## config.mk

```make
export PLATFORM = sky130hd
export DESIGN_NAME = phrase_player
export DESIGN_NICKNAME = d
export VERILOG_FILES = /design/src/rtl/phrase_player.sv
export SDC_FILE = /design/constraint.sdc
export NUM_CORES = 1
export LEC_CHECK = 0
export CAP_MARGIN = 20
export CORE_MARGIN = 2
export CORE_UTILIZATION = 32
export CTS_CLUSTER_SIZE = 40
export DETAILED_ROUTE_END_ITERATION = 16
export PLACE_DENSITY = 0.51
export RECOVER_POWER = 25
export SLEW_MARGIN = 20
export SYNTH_ARGS = -nofsm -noshare
export SYNTH_HDL_FRONTEND = slang
export SYNTH_SLANG_ARGS = --single-unit
```

## constraint.sdc

```tcl
create_clock -name clk -period 2.8 [get_ports clk]
set_input_delay 0.7 -clock clk [delete_from_list [all_inputs] [get_ports clk]]
set_output_delay 0.7 -clock clk [all_outputs]
set_load 0.1 [all_outputs]
```

## src/rtl/phrase_player.sv

```systemverilog
// Phrase database reader and note sequencer. Fetches one ROM entry per
// accepted phrase and replays its notes with tempo-accurate durations.
module phrase_player #(
  parameter int          TICKS_PER_8TH = 1000,
  parameter int          CNT_W         = 16,
  parameter logic [3:0]  REST_CODE     = 4'hD
) (
  input  logic        clk,
  input  logic        rst,
  input  logic [3:0]  phrase_addr,
  input  logic        phrase_valid,
  output logic        phrase_ready,
  input  logic        abort,
  output logic [3:0]  db_addr,
  input  logic [31:0] db_entry,
  input  logic [7:0]  length_entry,
  input  logic [2:0]  n_note,
  output logic [3:0]  note_code,
  output logic        note_valid,
  output logic        note_on,
  output logic        note_strobe,
  output logic [2:0]  note_idx,
  output logic        busy,
  output logic        done
);
  typedef enum logic [1:0] {IDLE, LOAD, PLAY} state_t;

  localparam logic [CNT_W-1:0] DUR_8TH = CNT_W'(TICKS_PER_8TH);
  localparam logic [CNT_W-1:0] DUR_4TH = CNT_W'(2 * TICKS_PER_8TH);

  state_t           state_q, state_d;
  logic [3:0]       db_addr_q, db_addr_d;
  logic [31:0]      entry_q, entry_d;
  logic [7:0]       len_q, len_d;
  logic [2:0]       nn_q, nn_d;
  logic [2:0]       idx_q, idx_d;
  logic [CNT_W-1:0] cnt_q, cnt_d;
  logic [3:0]       code_q, code_d;
  logic             valid_q, valid_d;
  logic             strobe_q, strobe_d;
  logic             done_q, done_d;
  logic             busy_q, busy_d;
  logic [2:0]       nxt_idx;

  function automatic logic [3:0] nib(input logic [31:0] e, input logic [2:0] i);
    logic [31:0] s;
    s = e << {i, 2'b00};
    return s[31:28];
  endfunction

  function automatic logic [CNT_W-1:0] dur(input logic quarter);
    return quarter ? DUR_4TH : DUR_8TH;
  endfunction

  assign phrase_ready = (state_q == IDLE) && !abort;
  assign note_on      = valid_q && (code_q != REST_CODE);
  assign db_addr      = db_addr_q;
  assign note_code    = code_q;
  assign note_valid   = valid_q;
  assign note_strobe  = strobe_q;
  assign note_idx     = idx_q;
  assign busy         = busy_q;
  assign done         = done_q;

  always_comb begin
    state_d   = state_q;
    db_addr_d = db_addr_q;
    entry_d   = entry_q;
    len_d     = len_q;
    nn_d      = nn_q;
    idx_d     = idx_q;
    cnt_d     = cnt_q;
    code_d    = code_q;
    valid_d   = valid_q;
    strobe_d  = 1'b0;
    done_d    = 1'b0;
    nxt_idx   = idx_q + 3'd1;
    case (state_q)
      IDLE: begin
        if (phrase_valid && phrase_ready) begin
          db_addr_d = phrase_addr;
          state_d   = LOAD;
        end
      end
      LOAD: begin
        if (abort) begin
          state_d = IDLE;
          idx_d   = 3'd0;
          cnt_d   = '0;
          valid_d = 1'b0;
        end else begin
          // The first note is presented straight from the ROM so it appears
          // in the very first PLAY cycle.
          entry_d  = db_entry;
          len_d    = length_entry;
          nn_d     = n_note;
          idx_d    = 3'd0;
          cnt_d    = dur(length_entry[7]);
          code_d   = db_entry[31:28];
          valid_d  = 1'b1;
          strobe_d = 1'b1;
          state_d  = PLAY;
        end
      end
      PLAY: begin
        if (abort) begin
          state_d = IDLE;
          idx_d   = 3'd0;
          cnt_d   = '0;
          valid_d = 1'b0;
        end else if (cnt_q == CNT_W'(1)) begin
          if (idx_q == nn_q) begin
            state_d = IDLE;
            idx_d   = 3'd0;
            cnt_d   = '0;
            valid_d = 1'b0;
            done_d  = 1'b1;
          end else begin
            idx_d    = nxt_idx;
            cnt_d    = dur(len_q[3'd7 - nxt_idx]);
            code_d   = nib(entry_q, nxt_idx);
            strobe_d = 1'b1;
          end
        end else begin
          cnt_d = cnt_q - CNT_W'(1);
        end
      end
      default: state_d = IDLE;
    endcase
    busy_d = (state_d != IDLE);
  end

  always_ff @(posedge clk) begin
    if (rst) begin
      state_q   <= IDLE;
      db_addr_q <= 4'd0;
      entry_q   <= 32'd0;
      len_q     <= 8'd0;
      nn_q      <= 3'd0;
      idx_q     <= 3'd0;
      cnt_q     <= '0;
      code_q    <= 4'd0;
      valid_q   <= 1'b0;
      strobe_q  <= 1'b0;
      done_q    <= 1'b0;
      busy_q    <= 1'b0;
    end else begin
      state_q   <= state_d;
      db_addr_q <= db_addr_d;
      entry_q   <= entry_d;
      len_q     <= len_d;
      nn_q      <= nn_d;
      idx_q     <= idx_d;
      cnt_q     <= cnt_d;
      code_q    <= code_d;
      valid_q   <= valid_d;
      strobe_q  <= strobe_d;
      done_q    <= done_d;
      busy_q    <= busy_d;
    end
  end
endmodule

```

-- Word-level counts from Yosys, hierarchy flattened
Cells that the tools add are included.
- add/sub/neg operators: 3
- magnitude comparators: 1
- eq/ne operators: 11
- shift-type cells: 1
- muxes and demuxes: 34
- bitwise gates (word level): 3
- reductions and logical operators: 13
- operators with widths (operator ; number):
    11-bit two-way mux ; 4
    16-bit two-way mux ; 2
    16-bit one-hot mux with 2 select lines ; 1
    32-bit by 5-bit left shift with 32-bit output ; 1
    16-bit by 1-bit equality test with 1-bit output (second input constant) ; 1
    4-bit two-way mux ; 4
    16-bit by 1-bit subtractor with 16-bit output (second input constant) ; 1
    2-bit two-way mux ; 5
    1-bit two-way mux ; 9
    3-bit two-way mux ; 3
    2-bit inequality test (second input constant) ; 4
    4-bit one-hot mux with 2 select lines ; 1
    3-bit inequality test (second input constant) ; 2
    2-bit one-hot mux with 3 select lines ; 1
    3-bit one-hot mux with 2 select lines ; 1
    2-bit AND reduction ; 3
    5-bit AND reduction ; 1
    3-bit by 4-bit less-than comparator with 1-bit output (second input constant) ; 1
    4-bit inequality test (second input constant) ; 1
    1-bit one-hot mux with 2 select lines ; 2
    2-bit nonzero test ; 2
    4-bit OR reduction ; 1
    3-bit by 1-bit adder with 3-bit output (second input constant) ; 1
    1-bit binary-select mux with 3-bit select ; 1
    other kinds (9) ; 13
- flip-flop bits (word level): 76
- input bits: 51
- output and inout port bits: 17

-- Depth between registers and ports, before layout
Gate-level depths: netlist of the first run.
- word-level depth: 9
- depth in mapped cells: 8

-- Worst setup path after synthesis of the first run
OpenSTA, ideal clock, no wires.
- kind: input port to flip-flop
- start point: input abort
- end point: register busy_q (netlist: busy)
- library setup time: 0.114 ns
- data arrival time: 2.662 ns
- required time: 2.686 ns
- slack: 0.023 ns
- cell stages on the path: 6
- buffers on the path: 2
- cell sequence: clkbuf_1 > nor2b_1 > clkbuf_1 > a21oi_1 > and3_1 > a2111oi_0
- word-level cells in the longest chain between the ends: 6
- elaborated cells between the ends (all ways): 8
- classes of those cells: mux (4); reduce/logical (4)
- RTL lines (element ; line ; source):
    start, declared ; 13 ; input logic abort,
    1-bit zero test ; 55 ; assign phrase_ready = (state_q == IDLE) && !abort;
    1-bit logical AND ; 55 ;
    via phrase_ready ; 12 ; output logic phrase_ready,
    1-bit logical AND ; 80 ; if (phrase_valid && phrase_ready) begin
    2-bit two-way mux ; 80 ;
    2-bit one-hot mux with 3 select lines ; 78 ; case (state_q)
    2-bit nonzero test ; 130 ; busy_d = (state_d != IDLE);
    end signal, assigned ; 159 ; busy_q <= busy_d;
    end, declared ; 42 ; logic busy_q, busy_d;
The timed path passes the listed nets, and every way through them passes these cells.
A chain may end at the register's enable or synchronous reset.

-- Worst setup path after layout of the first run
- start point: input abort
- end point: output phrase_ready
- word-level cells in the longest chain between the ends: 2
- RTL lines (element ; line):
    1-bit zero test ; 55
    1-bit logical AND ; 55
    end, declared ; 12
No other way between the ends.

==> qor.txt, run 1 <==
================================================================================
Result of the run                                                      completed
Number of cells traversed by the worst hold path                               2
Clock latency on the worst-skew pair                                     0.33 ns
Endpoint type of the worst setup path                                 output pin
Predominant post-synthesis flop cell                                     dfxtp_1
Number of enable-type register cells in the synthesized netlist                0
Crit path kind                                                      input pin to output pin
Synthesized area per cell                                               8.30 um2
Power share of the sequential group                                        0.408
Wire length per cell                                                     15.0 um
Terminating pin of the worst hold path                              entry_q[19]$_SDFFE_PP0P_
Clock tree from TritonCTS                                                   done
Cell depth of the worst flop-to-flop path                                      6
FF-to-FF Start                                                      cnt_q[0]$_SDFFE_PP0P_
Post-route cell area                                                    4730 um2
Final setup margin                                                      0.196 ns
Core box area                                                          11000 um2
TritonRoute pass-1 iters                                                       4
First DRT Iteration DRCs                                                     271
Max-slew headroom at the worst pin                                         0.213
Maximum fanout encountered on the critical timing path                        10
Synthesized instance count                                                   438
Worst min-delay path category                                       flip-flop to flip-flop
Placed standard-cell area                                               4510 um2
Max Clk Rate                                                             384 MHz
Cell chosen for the clock root                                         clkbuf_16
Cell-internal power                                                      2.00 mW
Die X                                                                     111 um
Fraction of power consumed by the clock network                            0.382
Setup violations, final                                                        0
Synth warnings                                                                 0
Cell taking the most area after synthesis                                dfxtp_1
Yosys top cell area share                                                  0.418
Top-level I/O count                                                           68
Final-layout setup total negative slack                                     0 ns
Data required time of the worst path                                     2.10 ns
Post-synthesis net count                                                     496
Post-route minimum period                                                2.60 ns
Fraction of power spent switching nets                                     0.310
Ratio of cells with drive above 1 in the final layout                      0.120
Count of antenna-violating nets left after detailed routing                    0
Port buffer count                                                             67
Slew at the pin closest to its max-slew limit                            1.19 ns
Vias in the first global route                                              3301
Global-route wire length before repair                                  16600 um
Number of post-CTS setup repair buffers                                        0
Sequential fraction of the synthesis area                                  0.418
Data arrival time at the worst-slack endpoint                            1.90 ns
Placement Setup Slack                                                   0.332 ns
Standard-cell rows                                                            38
Unrepaired setup endpoints after global routing                               no
Setup slack of the most critical reg-to-reg path                         0.39 ns
Post-Route WL                                                            9770 um
Worst voltage drop across the vdd grid                                0.000262 V
Number of vias per cell                                                     5.10
Combinational power share                                                  0.210
Total Power                                                              2.90 mW
Floorplan die area                                                     12200 um2
Leak Pwr                                                                 1.64 nW
Tot GR Track Use                                                           0.165
Clock transition at path regs                                            0.06 ns
Fraction of registers with async set/reset                                     0
Most common cell in the synthesized netlist                              nand2_1
Worst setup SP type                                                    input pin
Most frequent cells after synthesis                                 nand2_1, dfxtp_1, a21oi_1, nor2_1, clkbuf_1
Number of sinks driven by the clock tree                                      76
Net switching power                                                     0.899 mW
Number of antenna violations at the first check in global routing              0
Via count of the routed design                                              3312
End of the worst register-to-register path                          cnt_q[5]$_SDFFE_PP0P_
Placer congestion estimate                                                 0.843
ANT cells                                                                      0
Total number of nets in the final design                                     563
Post-CTS Hold Buffers                                                          0
Power density normalized to cell area                                 613 nW/um2
Initial standard-cell utilization of the core                              0.331
Maximum number of pins on one net before global-route repair                  45
Number of buffers added by the clock tree synthesis step                       9
Final Hold Vio Count                                                           0
Relative area change from synthesis to final layout                        30.0%
Start point of the worst min-delay path                             entry_q[19]$_SDFFE_PP0P_
Number of slew-limit violations in the final report                            0
Number of buffers on the longest clock path                                    2
Total of flip-flops plus latches after synthesis                              76
Combined area of all synthesized cells                                  3640 um2
Synth top area cells                                                dfxtp_1, nand2_1, a21oi_1, mux4_2, nor2_1
Floorplan die height                                                      111 um
Residual overflow from global routing                                          0
Fin Clk Skew                                                          0.00730 ns
Count of instances resized after the clock tree is built                       0
Final Cycle Share                                                          0.930
HPWL after DPL                                                           6970 um
Netlist cell types                                                            53
Max capacitance violation total                                                0
DRC violation count after routing                                              0
Count of H-tree levels built during CTS                                        3
Worst-case hold slack                                                   0.454 ns
================================================================================
-- how the worst max path moves through the flow --
stage               startpoint              end  slack (ns)  depth (start not counted)
floorplan                abort  busy$_SDFF_PP0_        0.02                          6
global placement         abort     phrase_ready        0.34                          5
detailed placement       abort     phrase_ready        0.33                          5
CTS                      abort     phrase_ready        0.32                          5
global route             abort     phrase_ready        0.16                          5
finish                   abort     phrase_ready        0.20                          5
-- area by class of cell --
class	instances	area [um2]
Fill cell	1113	6260
Inverter	8	30.0
Multi-Input combinational cell	326	1980
Clock buffer	10	239
Timing Repair Buffer	84	733
Sequential cell	76	1520
Tap cell	140	175
Clock inverter	6	46.3
-- cell families after synthesis --
kind of cell / Yosys count / synth area share
multiplexers: 20 / 0.0898
flip-flops: 76 / 0.418
adder cells (fa/ha/maj): 7 / 0.0241
AND/OR/NAND/NOR: 188 / 0.239
XOR/XNOR: 8 / 0.0193
buffers and inverters: 36 / 0.0375
AO/OA/AOI/OAI: 103 / 0.172
-- worst max-delay path: stages --
cell and delay (ns):
dlygate4sd3_1 0.57, buf_4 0.19, nor2b_1 0.11, buf_4 0.16, buf_12 0.18
-- through the flow --
step                 util  std cells
floorplan               -        438
global placement    0.411        634
detailed placement  0.411        634
CTS                 0.437        650
global route        0.430        650
finish              0.430        650
-- flip-flops by register name (all words and copies together) (netlist names) --
| signal | count |
|---|---|
| db_addr | 4 |
| busy | 1 |
| nn_q | 3 |
| state_q | 2 |
| len_q | 8 |
| cnt_q | 16 |
| done | 1 |
| note_idx | 3 |
| note_strobe | 1 |
| note_code | 4 |
| entry_q | 32 |
| note_valid | 1 |
-- cells in the final DEF (no fill, tap or decap), types with 4 or more instances in the layout --
cell type | Yosys | final
clkbuf_16 | 0 | 9
a211oi_1 | 5 | 5
nor4_1 | 4 | 4
mux4_2 | 10 | 10
ha_1 | 7 | 7
a21oi_1 | 64 | 64
clkdlybuf4s50_1 | 0 | 48
nand2_1 | 106 | 106
nand2b_1 | 5 | 5
nor3_1 | 9 | 9
dfxtp_1 | 76 | 76
a311oi_1 | 6 | 6
xor2_1 | 5 | 5
nor2_1 | 31 | 31
mux2i_1 | 9 | 9
nand3_1 | 9 | 9
buf_4 | 0 | 16
a31oi_1 | 5 | 5
o21ai_0 | 6 | 6
inv_1 | 7 | 7
clkbuf_1 | 25 | 14
nand4b_1 | 4 | 4
-- layer usage --
metal	GRT usage	share of wire	vias up
li1	-	-	1677
met1	0.218	0.47	1547
met2	0.265	0.48	80
met3	0.0505	0.043	8
met4	0.0425	0.0085	0
met5	0	0	-
-- power by group through the flow --
stage          clock [mW]  sequential (mW)  combinational [mW]
2_1_floorplan           0             1.28               0.334
3_3_place_gp            0             1.20               0.615
3_5_place_dp            0             1.21               0.620
4_1_cts              1.14             1.18               0.623
5_1_grt              1.18             1.19               0.662
6_report             1.11             1.18               0.607
(Power assumes the default switching activity.)
==> inputs of run 2 (changes only) <==
- CTS_CLUSTER_DIAMETER: default -> 120
- RECOVER_POWER: 25 -> default
- clock period: 2.8 -> 3 ns (I/O delays scaled with it)
==> run 2 against run 1 <==
Against the previous run: non-clock buffer count fell by 2; clock skew rose by 0.00051 ns; routed wire length rose by 0.90%; worst hold slack barely moved.
==> qor.txt, run 2 (synthesized netlist as in run 1, its figures left out) <==
================================================================================
Port buffer count                                                             67
HPWL after DPL                                                           7020 um
Final-layout setup total negative slack                                     0 ns
Slew at the pin closest to its max-slew limit                           0.603 ns
WL met2                                                                  4670 um
Tot GR Track Use                                                           0.162
Data required time of the worst path                                     2.25 ns
Cell chosen for the clock root                                         clkbuf_16
DRC violation count after routing                                              0
Number of antenna violations at the first check in global routing              0
Count of antenna-violating nets left after detailed routing                    0
Launching element of the worst setup path                                  abort
Routed metal-1 wirelength                                                4720 um
Number of sinks driven by the clock tree                                      76
Residual overflow from global routing                                          0
Routed wire length on met3                                                327 um
Core box area                                                          11000 um2
Highest routing layer actually used                                         met4
Clock tree from TritonCTS                                                   done
Highest-count cells in the layout ignoring fill and taps            nand2_1, dfxtp_1, a21oi_1
Number of slew-limit violations in the final report                            0
Vias in the first global route                                              3268
Standard-cell rows                                                            38
Final Cycle Share                                                          0.861
Via count of the routed design                                              3300
Worst min-delay path category                                       flip-flop to flip-flop
Max Clk Rate                                                             387 MHz
Die X                                                                     111 um
Final Hold Vio Count                                                           0
Total number of nets in the final design                                     561
Maximum fanout encountered on the critical timing path                        10
ANT cells                                                                      0
Number of flip-flops under the largest register name                          32
Count of instances resized after the clock tree is built                       0
Relative area change from synthesis to final layout                        31.4%
Final core utilization                                                     0.435
First DRT Iteration DRCs                                                     215
Post-layout instance count excluding filler cells                            648
Count of H-tree levels built during CTS                                        3
TritonRoute pass-1 iters                                                       4
Global-route wire length before repair                                  16400 um
Floorplan die area                                                     12200 um2
Number of buffers on the longest clock path                                    2
Inst Count DP                                                                632
Fill cell instance count of the final layout                                1145
Most common cell after layout, fill and taps aside                       nand2_1
Largest register by flop count                                           entry_q
Clock latency on the worst-skew pair                                     0.33 ns
FF-to-FF Start                                                      cnt_q[2]$_SDFFE_PP0P_
Start point of the worst min-delay path                             entry_q[12]$_SDFFE_PP0P_
Maximum number of pins on one net before global-route repair                  45
Worst setup SP type                                                    input pin
Worst voltage drop across the vdd grid                                0.000281 V
Wire length per cell                                                     15.2 um
Post-route minimum period                                                2.58 ns
Endpoint type of the worst setup path                                 output pin
Floorplan die height                                                      111 um
Unrepaired setup endpoints after global routing                               no
Number of vias per cell                                                     5.09
Leak Pwr                                                                 1.71 nW
Fin Clk Skew                                                          0.00781 ns
Number of post-CTS setup repair buffers                                        0
Initial standard-cell utilization of the core                              0.331
Clock transition at path regs                                            0.06 ns
Power density normalized to cell area                                 585 nW/um2
Top-level I/O count                                                           68
Max capacitance violation total                                                0
Post-Route WL                                                            9860 um
Data arrival time at the worst-slack endpoint                            1.83 ns
Max-slew headroom at the worst pin                                         0.596
Ratio of cells with drive above 1 in the final layout                      0.144
Post-CTS Hold Buffers                                                          0
Setup violations, final                                                        0
Crit path kind                                                      input pin to output pin
Result of the run                                                      completed
Number of buffers added by the clock tree synthesis step                       9
Registers with the highest flip-flop counts                         entry_q: 32 flops, cnt_q: 16 flops, len_q: 8 flops
Placer congestion estimate                                                 0.838
================================================================================
run 2: layout make-up:
class / count / area (um2) / share of cell area
clock buffers: 10 / 239 / 0.0500
clock inverters: 6 / 70.1 / 0.0147
well taps: 140 / 175 / 0.0367
repair buffers: 82 / 761 / 0.159
multi-input cells: 326 / 1980 / 0.415
flip-flops and latches: 76 / 1520 / 0.318
inverters: 8 / 30.0 / 0.00628
run 2: worst max-delay path: stages:
cell,delay (ns)
clkdlybuf4s50_1,0.43
buf_4,0.18
nor2b_1,0.12
buf_4,0.17
buf_12,0.18
run 2: where the power goes:
part	switching (mW)	internal, mW	total, mW
Clock	0.447	0.674	1.12
Sequential	0.0438	1.06	1.10
Combinational	0.349	0.223	0.572
Total	0.840	1.96	2.80
run 2: per-stage QoR:
step	hold WS, ns	total power [mW]	instance area (um2)	worst slack [ns]
after floorplan	0.433	1.50	3640	0.173
after global placement	0.442	1.69	4470	0.429
after detailed placement	0.447	1.70	4470	0.319
after CTS	0.456	2.82	4780	0.410
after global routing	0.472	2.93	4780	0.344
final	0.454	2.80	4780	0.416
run 2: worst paths after layout:
path / endpoint / slack, ns / cells after the start
setup reg to reg: note_idx[2]$_SDFFE_PP0P_ / 0.64 / 5
hold reg to reg: entry_q[12]$_SDFFE_PP0P_ / 0.45 / 2
setup / recovery: phrase_ready / 0.42 / 5
hold / removal: entry_q[12]$_SDFFE_PP0P_ / 0.45 / 2
run 2: layer usage:
| metal | vias to the layer above | GRT usage |
|---|---|---|
| li1 | 1662 | - |
| met1 | 1563 | 0.213 |
| met2 | 64 | 0.267 |
| met3 | 11 | 0.0324 |
| met4 | 0 | 0.0533 |
| met5 | - | 0 |
==> inputs of run 3 (changes only) <==
- MAX_ROUTING_LAYER: default -> met4
==> run 3 against run 2 <==
Against the previous run: clock power barely moved; clock skew rose by 0.0036 ns; critical path type unchanged; largest cell class unchanged; global-route usage rose by 0.44 points; register-to-register slack barely moved; count of clock-buffer cells in the layout did not move; critical path depth did not move.
==> qor.txt, run 3 (synthesized netlist as in run 1, its figures left out) <==
================================================================================
Worst setup SP type                                                    input pin
Initial standard-cell utilization of the core                              0.331
Floorplan die area                                                     12200 um2
Count of instances resized after the clock tree is built                       0
Data required time of the worst path                                     2.25 ns
Slew at the pin closest to its max-slew limit                           0.609 ns
Fin Clk Skew                                                           0.0114 ns
Residual overflow from global routing                                          0
Die X                                                                     111 um
Multi-input gate area in the final layout                               1980 um2
Final Hold Vio Count                                                           0
Final core utilization                                                     0.435
Unrepaired setup endpoints after global routing                               no
Number of post-CTS setup repair buffers                                        0
Clock tree from TritonCTS                                                   done
Power density normalized to cell area                                 584 nW/um2
Endpoint type of the worst setup path                                 output pin
Highest-count cells in the layout ignoring fill and taps            nand2_1, dfxtp_1, a21oi_1
Crit path kind                                                      input pin to output pin
Clock transition at path regs                                            0.06 ns
Registers with the highest flip-flop counts                         entry_q: 32 flops, cnt_q: 16 flops, len_q: 8 flops
Via count of the routed design                                              3305
Ratio of cells with drive above 1 in the final layout                      0.144
Post-CTS Hold Buffers                                                          0
Largest register by flop count                                           entry_q
Standard-cell rows                                                            38
Worst voltage drop across the vdd grid                                0.000281 V
Setup violations, final                                                        0
Placer congestion estimate                                                 0.851
Total number of nets in the final design                                     561
Max Clk Rate                                                             386 MHz
Maximum fanout encountered on the critical timing path                        10
Total area of sequential cells                                          1520 um2
Most common cell after layout, fill and taps aside                       nand2_1
Number of slew-limit violations in the final report                            0
Post-Route WL                                                            9830 um
Port buffer count                                                             67
Maximum number of pins on one net before global-route repair                  45
Cell chosen for the clock root                                         clkbuf_16
Leak Pwr                                                                 1.71 nW
Tot GR Track Use                                                           0.167
Relative area change from synthesis to final layout                        31.4%
TritonRoute pass-1 iters                                                       4
Top-level I/O count                                                           68
HPWL after DPL                                                           7020 um
DRC violation count after routing                                              0
Count of H-tree levels built during CTS                                        3
Core box area                                                          11000 um2
Max capacitance violation total                                                0
ANT cells                                                                      0
Fill cell instance count of the final layout                                1145
Critical Path Max Stage Delay                                            0.43 ns
Final-layout setup total negative slack                                     0 ns
Worst-case hold slack                                                   0.454 ns
Result of the run                                                      completed
Number of antenna violations at the first check in global routing              0
Data arrival time at the worst-slack endpoint                            1.84 ns
Inst Count DP                                                                632
Count of antenna-violating nets left after detailed routing                    0
Post-route minimum period                                                2.59 ns
Worst min-delay path category                                       flip-flop to flip-flop
Number of buffers added by the clock tree synthesis step                       9
Number of flip-flops under the largest register name                          32
Vias in the first global route                                              3267
Number of buffers on the longest clock path                                    2
Floorplan die height                                                      111 um
First DRT Iteration DRCs                                                     235
Number of vias per cell                                                     5.10
Cell Chain, Critical Path                                           clkdlybuf4s50_1 -> buf_4 -> nor2b_1 -> buf_4 -> buf_12
Cell type of the slowest stage on the worst timing path             clkdlybuf4s50_1
Final Cycle Share                                                          0.863
Global-route wire length before repair                                  16400 um
Post-layout instance count excluding filler cells                            648
Wire length per cell                                                     15.2 um
Max-slew headroom at the worst pin                                         0.592
Most common cell type on the critical path                                 buf_4
Clock latency on the worst-skew pair                                     0.33 ns
Number of sinks driven by the clock tree                                      76
================================================================================
-- run 3: area by class of cell --
cell class / count / share of cell area
Timing Repair Buffer: 82 / 0.159
Tap cell: 140 / 0.0367
Inverter: 8 / 0.00628
Clock buffer: 10 / 0.0500
Clock inverter: 6 / 0.0147
Multi-Input combinational cell: 326 / 0.415
Sequential cell: 76 / 0.318
-- run 3: where the power goes --
| group | switching, mW | internal [mW] |
|---|---|---|
| Combinational | 0.349 | 0.223 |
| Clock | 0.443 | 0.674 |
| Sequential | 0.0437 | 1.06 |
| Total | 0.836 | 1.96 |
-- run 3: worst paths after layout --
path,startpoint,endpoint,slack (ns),depth (start not counted)
max,abort,phrase_ready,0.41,5
min,entry_q[12]$_SDFFE_PP0P_,entry_q[12]$_SDFFE_PP0P_,0.45,2
max reg2reg,cnt_q[2]$_SDFFE_PP0P_,note_idx[2]$_SDFFE_PP0P_,0.64,5
min reg2reg,entry_q[12]$_SDFFE_PP0P_,entry_q[12]$_SDFFE_PP0P_,0.45,2
-- run 3: routing by layer --
| layer | global-route usage | vias to the layer above | wire, um |
|---|---|---|---|
| met5 | - | - | 0 |
| met4 | 0.0533 | 0 | 80 |
| met3 | 0.0313 | 6 | 391 |
| met2 | 0.268 | 75 | 4760 |
| met1 | 0.213 | 1563 | 4590 |
| li1 | - | 1661 | - |
-- run 3: stage by stage --
stage | setup slack (ns) | instance area, um2 | power, mW
after floorplan | 0.173 | 3640 | 1.50
after global placement | 0.429 | 4470 | 1.69
after detailed placement | 0.319 | 4470 | 1.70
after CTS | 0.410 | 4780 | 2.82
after global routing | 0.344 | 4780 | 2.93
final | 0.412 | 4780 | 2.79
-- run 3: critical path: cells and delay by family --
kind          cells  cell delay [ns]
buf+inv           4             0.97
simple gates      1             0.12
